<file path="src/rtl/chunk_serial_adder.sv">
// Multi-cycle adder: a + b + cin computed CHUNK bits per clock, LSB slice first,
// with valid/ready handshakes on both sides and ALU-style result flags.
module chunk_serial_adder #(
    parameter int unsigned WIDTH = 32,
    parameter int unsigned CHUNK = 8
) (
    input  logic             clk,
    input  logic             rst,
    input  logic             in_valid,
    output logic             in_ready,
    input  logic [WIDTH-1:0] a,
    input  logic [WIDTH-1:0] b,
    input  logic             cin,
    input  logic             signed_en,
    output logic             out_valid,
    input  logic             out_ready,
    output logic [WIDTH-1:0] final_sum,
    output logic             cout,
    output logic             zero_flag,
    output logic             negative_flag,
    output logic             overflow_flag
);

    localparam int unsigned NCHUNK = WIDTH / CHUNK;
    localparam int unsigned CNT_W  = (NCHUNK > 1) ? $clog2(NCHUNK) : 1;
    localparam int unsigned MSB    = WIDTH - 1;

    typedef enum logic [1:0] {
        S_IDLE,
        S_RUN,
        S_DONE
    } state_t;

    state_t            state;
    state_t            state_next;
    logic [CNT_W-1:0]  cnt;
    logic [WIDTH-1:0]  a_q;
    logic [WIDTH-1:0]  b_q;
    logic [WIDTH-1:0]  sum_q;
    logic              carry_q;
    logic              signed_q;

    logic [CHUNK:0]    slice_c;
    logic [WIDTH-1:0]  sum_c;
    logic              last_c;
    logic              accept_c;

    // State register
    always_ff @(posedge clk) begin
        if (rst) begin
            state <= S_IDLE;
        end else begin
            state <= state_next;
        end
    end

    // Next state plus the current slice add; sum_c is the sum with this slice merged in
    always_comb begin
        state_next = state;
        accept_c   = 1'b0;
        last_c     = (cnt == CNT_W'(NCHUNK - 1));
        slice_c    = {1'b0, a_q[cnt*CHUNK +: CHUNK]}
                   + {1'b0, b_q[cnt*CHUNK +: CHUNK]}
                   + {{CHUNK{1'b0}}, carry_q};
        sum_c      = sum_q;
        sum_c[cnt*CHUNK +: CHUNK] = slice_c[CHUNK-1:0];

        case (state)
            S_IDLE: begin
                if (in_valid) begin
                    accept_c   = 1'b1;
                    state_next = S_RUN;
                end
            end
            S_RUN: begin
                if (last_c) begin
                    state_next = S_DONE;
                end
            end
            S_DONE: begin
                if (out_ready) begin
                    state_next = S_IDLE;
                end
            end
            default: state_next = S_IDLE;
        endcase
    end

    // Operand capture, slice accumulation and registered result/handshake outputs
    always_ff @(posedge clk) begin
        if (rst) begin
            cnt           <= '0;
            a_q           <= '0;
            b_q           <= '0;
            sum_q         <= '0;
            carry_q       <= 1'b0;
            signed_q      <= 1'b0;
            in_ready      <= 1'b1;
            out_valid     <= 1'b0;
            final_sum     <= '0;
            cout          <= 1'b0;
            zero_flag     <= 1'b0;
            negative_flag <= 1'b0;
            overflow_flag <= 1'b0;
        end else begin
            in_ready  <= (state_next == S_IDLE);
            out_valid <= (state_next == S_DONE);

            if (accept_c) begin
                a_q      <= a;
                b_q      <= b;
                carry_q  <= cin;
                signed_q <= signed_en;
                cnt      <= '0;
                sum_q    <= '0;
            end

            if (state == S_RUN) begin
                sum_q   <= sum_c;
                carry_q <= slice_c[CHUNK];
                cnt     <= cnt + CNT_W'(1);
                if (last_c) begin
                    final_sum     <= sum_c;
                    cout          <= slice_c[CHUNK];
                    zero_flag     <= (sum_c == '0);
                    negative_flag <= signed_q & sum_c[MSB];
                    overflow_flag <= signed_q
                                   ? ((a_q[MSB] == b_q[MSB]) && (sum_c[MSB] != a_q[MSB]))
                                   : slice_c[CHUNK];
                end
            end
        end
    end

endmodule
</file>
<file path="config.mk">
export PLATFORM = sky130hd
export DESIGN_NAME = chunk_serial_adder
export DESIGN_NICKNAME = d
export VERILOG_FILES = /design/src/rtl/chunk_serial_adder.sv
export SDC_FILE = /design/constraint.sdc
export NUM_CORES = 1
export LEC_CHECK = 0
export CAP_MARGIN = 5
export CORE_ASPECT_RATIO = 2
export CORE_MARGIN = 2
export CORE_UTILIZATION = 50
export CTS_CLUSTER_SIZE = 30
export DETAILED_ROUTE_END_ITERATION = 8
export PLACE_DENSITY = 0.74
export REMOVE_ABC_BUFFERS = 1
export SLEW_MARGIN = 20
export SYNTH_ARGS = -nofsm -noshare
export SYNTH_HDL_FRONTEND = slang
export SYNTH_SLANG_ARGS = --single-unit
</file>
<file path="constraint.sdc">
create_clock -name clk -period 3.65 [get_ports clk]
set_input_delay 0.73 -clock clk [delete_from_list [all_inputs] [get_ports clk]]
set_output_delay 0.73 -clock clk [all_outputs]
set_load 0.02 [all_outputs]
</file>
==> metrics.md <==
| Metric | Value |
|---|---|
| Pleak | `2.98 nW` |
| Worst VDD drop | `0.000372 V` |
| GRT overflow | `0` |
| Nets | `around 900` |
| Sequential share of the synthesized area | `0.452` |
| Residual DRC | `0` |
| Post-Syn Instances | `735` |
| Asr flop ratio synth | `0` |
| Worst hold-check path type | `register to register` |
| Setup Total Neg Slack | `0 ns` |
| Cell variety after synth | `53` |
| Cts repair resizes | `0` |
| Area grow syn2layout | `27.9%` |
| Final worst setup slack | `0.321 ns` |
| Placed cells | `944` |
| Sink Count | `140` |
| Filler cells | `1081` |
| Worst path required time | `3.99 ns` |
| Final WL | `16300 µm` |
| Status | `finished clean` |
| Synth Area per Inst | `8.44 µm²` |
| CTS buffer count | `17` |
| Cts hold-fix bufs | `0` |
| Global-route wire length before repair | `about 26000 µm` |
| Clock Path Buffers | `2` |
| Worst Path Arrival | `3.67 ns` |
| PwrDens | `476 mW/mm²` |
| Final hold vios | `0` |
| Clock latency on the worst-skew pair | `0.42 ns` |
| Max frequency | `approximately 300 MHz` |
| RSZ-0062 raised after global routing | `no` |
| Clock Root Buffer | `clkbuf_16` |
| Crit path time final | `3.33 ns` |
| H-tree Lvls | `4` |
| Setup WS pre-CTS | `0.198 ns` |
| Final Setup Violations | `0` |
| # IOs | `108` |
| CP Launch Type | `register` |
| Starting density of the core | `0.512` |
| Number of synthesized flops with an enable pin | `0` |
| Largest net degree at the start of global routing | `71` |
| Die ar. | `0.0134 mm²` |
| Pre-Repair DR Iteration Count | `5` |
| Final Max Slew Viols | `0` |
| Max-cap viol count | `0` |
| # Post-CTS Setup Buffers | `0` |
| Share of cells above drive strength 1 | `0.0845` |
| CTS tree | `done` |
| Core ar. | `0.0121 mm²` |
| Synth Register Bits | `140` |
| GRT Overall Usage | `0.255` |
| Post-DP HPWL | `11700 µm` |
| Slew HR | `0.475` |
| Antenna cells | `0` |
| Clock Skew | `0.00711 ns` |
| Finished Layout Cells | `975` |
| Period utilization | `0.912` |
| Total number of yosys warnings | `0` |
| Vias in the first global route | `around 5600` |
| Drt via density | `5.71` |
| Final RePlAce weighted congestion | `0.886` |
| Row count | `57` |
| Crit. End Element | `register` |
| Worst-Margin Slew | `slightly below 0.8 ns` |
| Initial antenna violation count | `0` |
| Core Util, Final | `0.655` |
| Die width | `82.8 µm` |
| DR WL/cell | `16.7 µm` |
| Clock transition at path regs | `0.06 ns` |
| DR vias | `5571` |
| Antenna-violating nets left | `0` |
| Ys flop type | `dfxtp_1` |
| Crit Path Class | `register to register` |
| Die height | `162 µm` |
| Synth Cell Area | `0.00620 mm²` |
| Iteration-0 DRC count of the detailed router | `334` |
| PortBufs | `about 110` |
| CP Max Fanout | `9` |
==> stage by stage <==
stage               hold slack [ns]  instance area (µm²)  power (W)
global route                  0.468                 7940    0.00391
CTS                           0.454                 7920    0.00378
detailed placement            0.445                 7340    0.00213
floorplan                     0.427                 5970    0.00192
global placement              0.442                 7340    0.00212
finish                        0.451                 7940    0.00378
==> worst max-delay path: stages, from the launching register on <==
cell	delay [ns]
dfxtp_2	0.44
mux4_2	0.55
fa_1	0.45
fa_1	0.43
nand3_1	0.13
a21boi_1	0.13
o21ai_0	0.34
o311ai_4	0.25
o31a_1	0.37
o31ai_2	0.17
==> cells in the final DEF (no fill, tap or decap), drive strengths merged, types with 7 or more instances in the layout <==
master         instances
nand2                155
buf                   14
a21oi                 98
nor2                  84
a22o                   9
mux4                  16
a221oi                 7
clkbuf                22
a22oi                 19
o21ai                 17
nor2b                 14
nor3                  14
inv                    8
dfxtp                140
a211oi                15
ha                    13
clkdlybuf4s50        106
==> synthesized netlist by cell type (all sizes together), types with 2 or more instances <==
cell type    n  share of area
a211oi      15          0.018
a21o         4         0.0048
a21oi       98          0.079
a221oi       7          0.013
a22o         9          0.013
a22oi       19          0.023
a2bb2oi      6         0.0085
a31oi        3         0.0030
a32oi        2         0.0028
and2         3         0.0034
and3         4         0.0040
buf         11         0.0091
clkbuf      47          0.028
dfxtp      140           0.45
fa           2         0.0065
ha          13          0.026
inv          7         0.0042
mux2i        5         0.0081
mux4        16          0.058
nand2      155          0.094
nand2b       2         0.0020
nand3        4         0.0032
nand3b       2         0.0024
nor2        84          0.051
nor2b       14          0.014
nor3        14          0.011
nor4         5         0.0050
nor4bb       4         0.0065
o21ai       17          0.014
o31ai        3         0.0044
xnor2        2         0.0028
xor2         3         0.0042
==> path summary, 6_finish.rpt <==
check / start / to / slack [ns] / cells past startpoint
max reg2reg: cnt[0]$_SDFFE_PP0P_ / zero_flag$_SDFFE_PP0P_ / 0.32 / 9
max: cnt[0]$_SDFFE_PP0P_ / zero_flag$_SDFFE_PP0P_ / 0.32 / 9
min reg2reg: b_q[30]$_SDFFE_PP0P_ / b_q[30]$_SDFFE_PP0P_ / 0.45 / 2
min: b_q[30]$_SDFFE_PP0P_ / b_q[30]$_SDFFE_PP0P_ / 0.45 / 2
==> layer usage <==
metal,vias to the layer above,global-route usage,share of wire
li1,2719,-,-
met1,2623,0.258,0.36
met2,173,0.460,0.55
met3,56,0.0497,0.039
met4,0,0.156,0.051
met5,-,0,0
==> flip-flops by register name (all words and copies together), names as in the netlist <==
name	count
final_sum	32
state	2
overflow_flag	1
a_q	32
out_valid	1
signed_q	1
b_q	32
carry_q	1
in_ready	1
sum_q	32
cnt	2
zero_flag	1
negative_flag	1
cout	1
==> where the power goes <==
group / switching [W] / internal [W]
Clock: 0.000647 / 0.00102
Combinational: 0.000282 / 0.000214
Sequential: 0.0000319 / 0.00158
Total: 0.000960 / 0.00282
==> cell families after synthesis <==
kind of cell	count (synthesis)	share of synthesized area
AND/OR/NAND/NOR	295	0.201
AO/OA/AOI/OAI	194	0.200
flip-flops	140	0.452
buffers and inverters	65	0.0417
multiplexers	21	0.0661
adder cells (fa/ha/maj)	15	0.0327
XOR/XNOR	5	0.00706
==> cell type report <==
cell class	count	area, µm²	share of cell area
clock buffers	22	494	0.0623
inverters	7	26.3	0.00331
clock inverters	9	86.3	0.0109
multi-input cells	530	3160	0.398
well taps	147	184	0.0232
repair buffers	120	1180	0.149
flip-flops and latches	140	2800	0.353
(Power assumes the default switching activity.)
